$ cat src/rtl/wr_stream_pkg.sv
// Shared constants for the packet write-stream controller: FSM encoding and counter width.
// Optional statistics counters are enabled by defining WR_STREAM_CNT_EN.
package wr_stream_pkg;

    localparam int CNT_W = 16;

    localparam logic [1:0] ST_IDLE = 2'd0;
    localparam logic [1:0] ST_BODY = 2'd1;
    localparam logic [1:0] ST_DROP = 2'd2;

    function automatic logic [CNT_W-1:0] sat_inc(input logic [CNT_W-1:0] v);
        return (v == {CNT_W{1'b1}}) ? v : v + 1'b1;
    endfunction

endpackage

$ cat src/rtl/wr_skid_buf.sv
// Two-entry in-order skid buffer; entry 0 is the head.
// Latency: one cycle from push to head. Caller must not push when full or pop when empty.
// Backpressure: occupancy is exported so the producer can stop at two entries.
module wr_skid_buf #(
    parameter int W = 9
) (
    input  logic         clk_i,
    input  logic         rst_i,
    input  logic         push_i,
    input  logic [W-1:0] push_dat_i,
    input  logic         pop_i,
    output logic [W-1:0] head_dat_o,
    output logic [1:0]   occ_o
);

    logic [W-1:0] e0_q, e0_d;
    logic [W-1:0] e1_q, e1_d;
    logic [1:0]   occ_q, occ_d;

    always_comb begin
        e0_d  = e0_q;
        e1_d  = e1_q;
        occ_d = occ_q;
        case ({push_i, pop_i})
            2'b10: begin
                if (occ_q == 2'd0) e0_d = push_dat_i;
                else               e1_d = push_dat_i;
                occ_d = occ_q + 2'd1;
            end
            2'b01: begin
                e0_d  = e1_q;
                occ_d = occ_q - 2'd1;
            end
            2'b11: begin
                // Occupancy is unchanged; the new word lands behind whatever remains.
                if (occ_q == 2'd1) begin
                    e0_d = push_dat_i;
                end else begin
                    e0_d = e1_q;
                    e1_d = push_dat_i;
                end
            end
            default: ;
        endcase
    end

    always_ff @(posedge clk_i) begin
        if (rst_i) occ_q <= 2'd0;
        else       occ_q <= occ_d;
    end

    always_ff @(posedge clk_i) begin
        e0_q <= e0_d;
        e1_q <= e1_d;
    end

    assign head_dat_o = (occ_q != 2'd0) ? e0_q : '0;
    assign occ_o      = occ_q;

endmodule

$ cat src/rtl/wr_stream_ctrl.sv
// Packet write controller: skid-buffers upstream words into a FIFO and truncates packets at MAXLEN.
// Latency: one cycle accept-to-winc. Backpressure: s_ready drops at 2 buffered words; new packets wait on afull.
// Define WR_STREAM_CNT_EN to build the pkt_cnt/drop_cnt statistics registers.
module wr_stream_ctrl
    import wr_stream_pkg::*;
#(
    parameter int DSIZE  = 8,
    parameter int MAXLEN = 16
) (
    input  logic             wclk,
    input  logic             wrst,
    input  logic             s_valid,
    input  logic [DSIZE-1:0] s_data,
    input  logic             s_last,
    output logic             s_ready,
    input  logic             wfull,
    input  logic             afull,
    output logic             winc,
    output logic [DSIZE:0]   wdata,
    output logic [CNT_W-1:0] pkt_cnt,
    output logic [CNT_W-1:0] drop_cnt,
    output logic             err_len
);

    localparam logic [CNT_W-1:0] LEN_LAST = CNT_W'(MAXLEN - 1);

    logic [1:0]       state_q, state_d;
    logic [CNT_W-1:0] len_q, len_d;
    logic             err_len_q, err_len_d;
    logic [1:0]       occ;
    logic             occ_full;
    logic             xfer;
    logic             push;
    logic             push_last;
    logic [DSIZE:0]   head_dat;

    assign occ_full = (occ == 2'd2);

    // Only packet starts wait on afull, so a packet already in flight always completes.
    always_comb begin
        case (state_q)
            ST_IDLE: s_ready = !occ_full && !afull;
            ST_BODY: s_ready = !occ_full;
            ST_DROP: s_ready = 1'b1;
            default: s_ready = 1'b0;
        endcase
        if (wrst) s_ready = 1'b0;
    end

    assign xfer = s_valid && s_ready;

    always_comb begin
        state_d   = state_q;
        len_d     = len_q;
        err_len_d = 1'b0;
        push      = 1'b0;
        push_last = s_last;
        case (state_q)
            ST_IDLE: begin
                if (xfer) begin
                    push = 1'b1;
                    if (!s_last) begin
                        state_d = ST_BODY;
                        len_d   = 16'd1;
                    end
                end
            end
            ST_BODY: begin
                if (xfer) begin
                    push  = 1'b1;
                    len_d = len_q + 16'd1;
                    if (s_last) begin
                        state_d = ST_IDLE;
                        len_d   = '0;
                    end else if (len_q == LEN_LAST) begin
                        // Close the packet in the FIFO and swallow the rest of it.
                        push_last = 1'b1;
                        err_len_d = 1'b1;
                        state_d   = ST_DROP;
                    end
                end
            end
            ST_DROP: begin
                if (xfer && s_last) begin
                    state_d = ST_IDLE;
                    len_d   = '0;
                end
            end
            default: begin
                state_d = ST_IDLE;
                len_d   = '0;
            end
        endcase
    end

    always_ff @(posedge wclk) begin
        if (wrst) begin
            state_q   <= ST_IDLE;
            len_q     <= '0;
            err_len_q <= 1'b0;
        end else begin
            state_q   <= state_d;
            len_q     <= len_d;
            err_len_q <= err_len_d;
        end
    end

    wr_skid_buf #(
        .W(DSIZE + 1)
    ) u_buf (
        .clk_i     (wclk),
        .rst_i     (wrst),
        .push_i    (push),
        .push_dat_i({push_last, s_data}),
        .pop_i     (winc),
        .head_dat_o(head_dat),
        .occ_o     (occ)
    );

    assign winc    = !wrst && (occ != 2'd0) && !wfull;
    assign wdata   = head_dat;
    assign err_len = err_len_q;

`ifdef WR_STREAM_CNT_EN
    logic [CNT_W-1:0] pkt_cnt_q;
    logic [CNT_W-1:0] drop_cnt_q;

    always_ff @(posedge wclk) begin
        if (wrst) begin
            pkt_cnt_q  <= '0;
            drop_cnt_q <= '0;
        end else begin
            if (push && push_last) pkt_cnt_q <= sat_inc(pkt_cnt_q);
            if (err_len_d)         drop_cnt_q <= sat_inc(drop_cnt_q);
        end
    end

    assign pkt_cnt  = pkt_cnt_q;
    assign drop_cnt = drop_cnt_q;
`else
    assign pkt_cnt  = '0;
    assign drop_cnt = '0;
`endif

endmodule
$ cat config.mk
export PLATFORM = sky130hd
export DESIGN_NAME = wr_stream_ctrl
export DESIGN_NICKNAME = d
export VERILOG_FILES = /design/src/rtl/wr_stream_pkg.sv /design/src/rtl/wr_skid_buf.sv /design/src/rtl/wr_stream_ctrl.sv
export SDC_FILE = /design/constraint.sdc
export NUM_CORES = 1
export LEC_CHECK = 0
export CAP_MARGIN = 20
export CORE_ASPECT_RATIO = 0.6
export CORE_MARGIN = 8
export CORE_UTILIZATION = 30
export DETAILED_ROUTE_END_ITERATION = 16
export HOLD_SLACK_MARGIN = 0.1
export PLACE_DENSITY_LB_ADDON = 0.1
export SYNTH_ARGS = -nofsm -noshare
export SYNTH_HDL_FRONTEND = slang
export SYNTH_SLANG_ARGS = --single-unit
$ cat constraint.sdc
create_clock -name wclk -period 5.2 [get_ports wclk]
set_input_delay 1.56 -clock wclk [delete_from_list [all_inputs] [get_ports wclk]]
set_output_delay 1.56 -clock wclk [all_outputs]
set_load 0.005 [all_outputs]
==> PnR_summary.wiki <==
{| class="wikitable"
! Metric !! Value
|-
| Status || completed
|-
| Number of global-route vias before repair || 1,649
|-
| Worst skew pair latency || around 0.28 ns
|-
| Number of antenna violations at the first check in global routing || 0
|-
| Largest cells by area after synthesis || edfxtp_1 22%, dfxtp_1 17%, buf_4 9.9%
|-
| Cells traversed along the worst timing path || clkdlybuf4s50_1 -> or3_1 -> inv_1 -> clkdlybuf4s50_1
|-
| CORE AREA || 7883 µm²
|-
| Worst Tran Pin Value || 0.7152 ns
|-
| Total placed cells including tap cells || 369
|-
| Die W || about 130 µm
|-
| Buffers and inverters on the worst path || 3
|-
| Number of cells upsized or downsized after cts || 0
|-
| Per-cell routed wire length || 14.80 µm
|-
| Most frequent CP cell || clkdlybuf4s50_1
|-
| # rows || 25
|-
| DR pass1 iterations || 4
|-
| Portion of synthesized cell area occupied by the leading cell type || 22.17%
|-
| Post-synthesis mux area share || approximately 5.7%
|-
| Pins over their slew limit || 0
|-
| Kind of launch point of the worst setup path || input port
|-
| Area share of and/or/nand/nor cells after synthesis || 20.57%
|-
| Top_reg_cell synth || dfxtp_1
|-
| Non-filler instance count after layout || around 380
|-
| Antenna diode count || 0
|-
| Cell class contributing the biggest share of worst-path delay || buffers and inverters
|-
| TritonCTS Buffers || 5
|-
| Post-layout minimum cycle time || between 4 and 5 ns
|-
| Most area-hungry cell type in the Yosys netlist || edfxtp_1
|-
| Final number of hold-violating endpoints || 0
|-
| Number of violations of the max-capacitance limit || 0
|-
| Async set-reset flop share out of synthesis || 0%
|-
| Critical path's largest stage delay || 0.53 ns
|-
| Hpwl dp || 4072 µm
|-
| Total number of clock tree sinks || 39
|-
| Kind of critical path || input port to output port
|-
| Post-Synth XOR/XNOR Area || 0.7183%
|-
| DRT antenna net count || 0
|-
| Unrepaired setup endpoints after global routing || no
|-
| Input/output buffers || 25
|-
| Peak clock frequency supported by timing || 211.8 MHz
|-
| Overall power consumption || 811.7 µW
|-
| Starting density of the core || 30.94%
|-
| Most used standard cell by instance count after synthesis || buf_4
|-
| Combined area of the multi-input logic cells || 1229 µm²
|-
| Period utilization || 90.78%
|-
| TritonCTS clock tree || yes
|-
| Wire length of the first global-routing pass || 9170 µm
|-
| Complex-gate fraction of the synthesized area || 14.32%
|-
| Sum of routed wire length over all layers || approximately 5600 µm
|-
| Number of buffers added for setup after CTS || 0
|-
| Avg Vias per Cell || 4.665
|-
| Final-layout fill cell count || 797
|-
| Static Leakage || 0.0009826 µW
|-
| Netlist Area Pre-Place || approximately 2400 µm²
|-
| Largest family of logic cells by synthesized area || simple AND/OR/NAND/NOR gates
|-
| Sequential area share after synthesis || 39.40%
|-
| Worst endpoint data arrival time || 3.16 ns
|-
| DRC marker count from the first detailed-route iteration || 96
|-
| Die span in y || 85.84 µm
|-
| Setup violations, final || 0
|-
| Maximum clock insertion buffer count || 2
|-
| Placer Congestion || approximately 0.74
|-
| Number of remaining DRC errors || 0
|-
| Fraction of layout instances using a drive strength above 1 || 11.07%
|-
| Highest fanout seen on the critical path || 4
|-
| Cell chosen for the clock root || clkbuf_16
|-
| Unique masters post-synth || 42
|-
| Final setup skew || 0.003700 ns
|-
| Signed area change from the synthesized netlist to the final layout || 15.39%
|-
| Floorplan die area || 11,360 µm²
|-
| Top cell types by occurrence after synthesis || 32 x buf_4, 21 x dfxtp_1, 20 x nand3_1
|-
| Net count of the finished layout || roughly 290
|-
| Final Core Density || 35.70%
|-
| Post-synthesis area per instance || 9.833 µm²
|-
| Post-Synthesis Cells || 248
|-
| DR vias || 1,768
|-
| Clock H-tree levels || 2
|-
| Maximum number of pins on one net before global-route repair || 30
|-
| Hold Path Class || register to register
|-
| Tightest slew margin relative to the limit || 52.14%
|-
| EDFF count, synth || 18
|-
| Total power density per cell area || a little under 300 nW/µm²
|-
| Post-synthesis sequential element count || 39
|-
| Max IR drop VDD || 130.1 µV
|-
| Fin Setup TNS || 0 ns
|-
| Global-route congestion overflow total || 0
|-
| Post-Synth Adder-Cell Area || 4.105%
|-
| Critical path required time || between 3 and 4 ns
|-
| Kind of end point of the critical path || output port
|-
| Clock-pin slew reported for the worst setup and hold paths after clock tree synthesis || 0.06 ns
|-
| Warning count from the yosys run || 0
|-
| CTS hold repair buffers || 0
|-
| Total routing usage reported by global routing || about a tenth
|-
| Library cell contributing the largest single delay on the critical path || clkdlybuf4s50_1
|-
| Area taken by flip-flops and latches || 960.9 µm²
|-
| # IOs || 58
|}
[logic make-up after synthesis]
kind of cell               after synthesis
AOI/OAI and AO/OA                       43
xor gates and xnor gates                 2
adders and majority gates                8
buffers and inverters                   57
DFF                                     39
muxes                                   14
other                                    1
and+or+nand+nor                         84
[sequential cells by signal, indices dropped and copies added, names as in the netlist]
name	count
len_q	16
err_len	1
u_buf.e1_q	9
u_buf.occ_o	2
state_q	2
u_buf.e0_q	9
[metrics by stage]
stage                     hold WS [ns]  setup slack, ns  cell area [µm²]
after floorplan                 0.4545            1.349             2555
after global placement          0.4780           0.4994             2639
after detailed placement        0.4831           0.4602             2639
after CTS                       0.4919           0.4523             2784
after global routing            0.5182           0.4208             2814
final                           0.4877           0.4792             2814
[worst paths after layout]
kind         slack, ns  depth (start not counted)            end           start
max               0.48                          4           winc            wrst
min               0.49                          2      len_q[15]       len_q[15]
max reg2reg       2.42                          9  u_buf.e0_q[4]  u_buf.occ_o[0]
min reg2reg       0.49                          2      len_q[15]       len_q[15]
[worst min-delay path: cells and delay by family, from the launching register on]
family | cells | cell delay (ns)
mux | 1 | 0.06
flops | 1 | 0.32
simple gates | 1 | 0.06
[placed cells by master (no fill, tap or decap), drive strengths merged, types with 2 or more instances in the layout]
| master | count |
|---|---|
| a211oi | 7 |
| a21oi | 15 |
| a22o | 8 |
| a31oi | 2 |
| and4 | 4 |
| buf | 5 |
| clkbuf | 5 |
| clkdlybuf4s50 | 25 |
| clkinvlp | 2 |
| conb | 32 |
| dfxtp | 21 |
| edfxtp | 18 |
| ha | 8 |
| inv | 11 |
| mux2i | 14 |
| nand2 | 11 |
| nand2b | 2 |
| nand3 | 20 |
| nand3b | 14 |
| nand4 | 5 |
| nor2 | 5 |
| nor2b | 10 |
| nor4 | 5 |
| o21ai | 5 |
| o2bb2ai | 2 |
| or4 | 2 |
| xnor2 | 2 |
[report_power, final]
part           switching, µW  internal, µW  leakage, µW
registers               9.39           341     0.000336
clock network            130           177    0.0000658
logic                   83.1          71.3     0.000581
[layer usage]
layer | vias to the layer above | GRT usage [%] | share of wire, %
met5 | - | 0 | 0
met4 | 0 | 4.303 | 1.3
met3 | 4 | 3.559 | 5.6
met2 | 50 | 11.79 | 36
met1 | 828 | 15.47 | 58
li1 | 886 | - | -
[area by class of cell]
type	instances	area share, %
multi-input combinational	183	43.66
timing repair buffer	30	10.76
clock buffer	5	4.446
tap	108	4.802
sequential	39	34.15
inverter	11	1.467
clock inverter	3	0.7114
(Power assumes the default switching activity.)
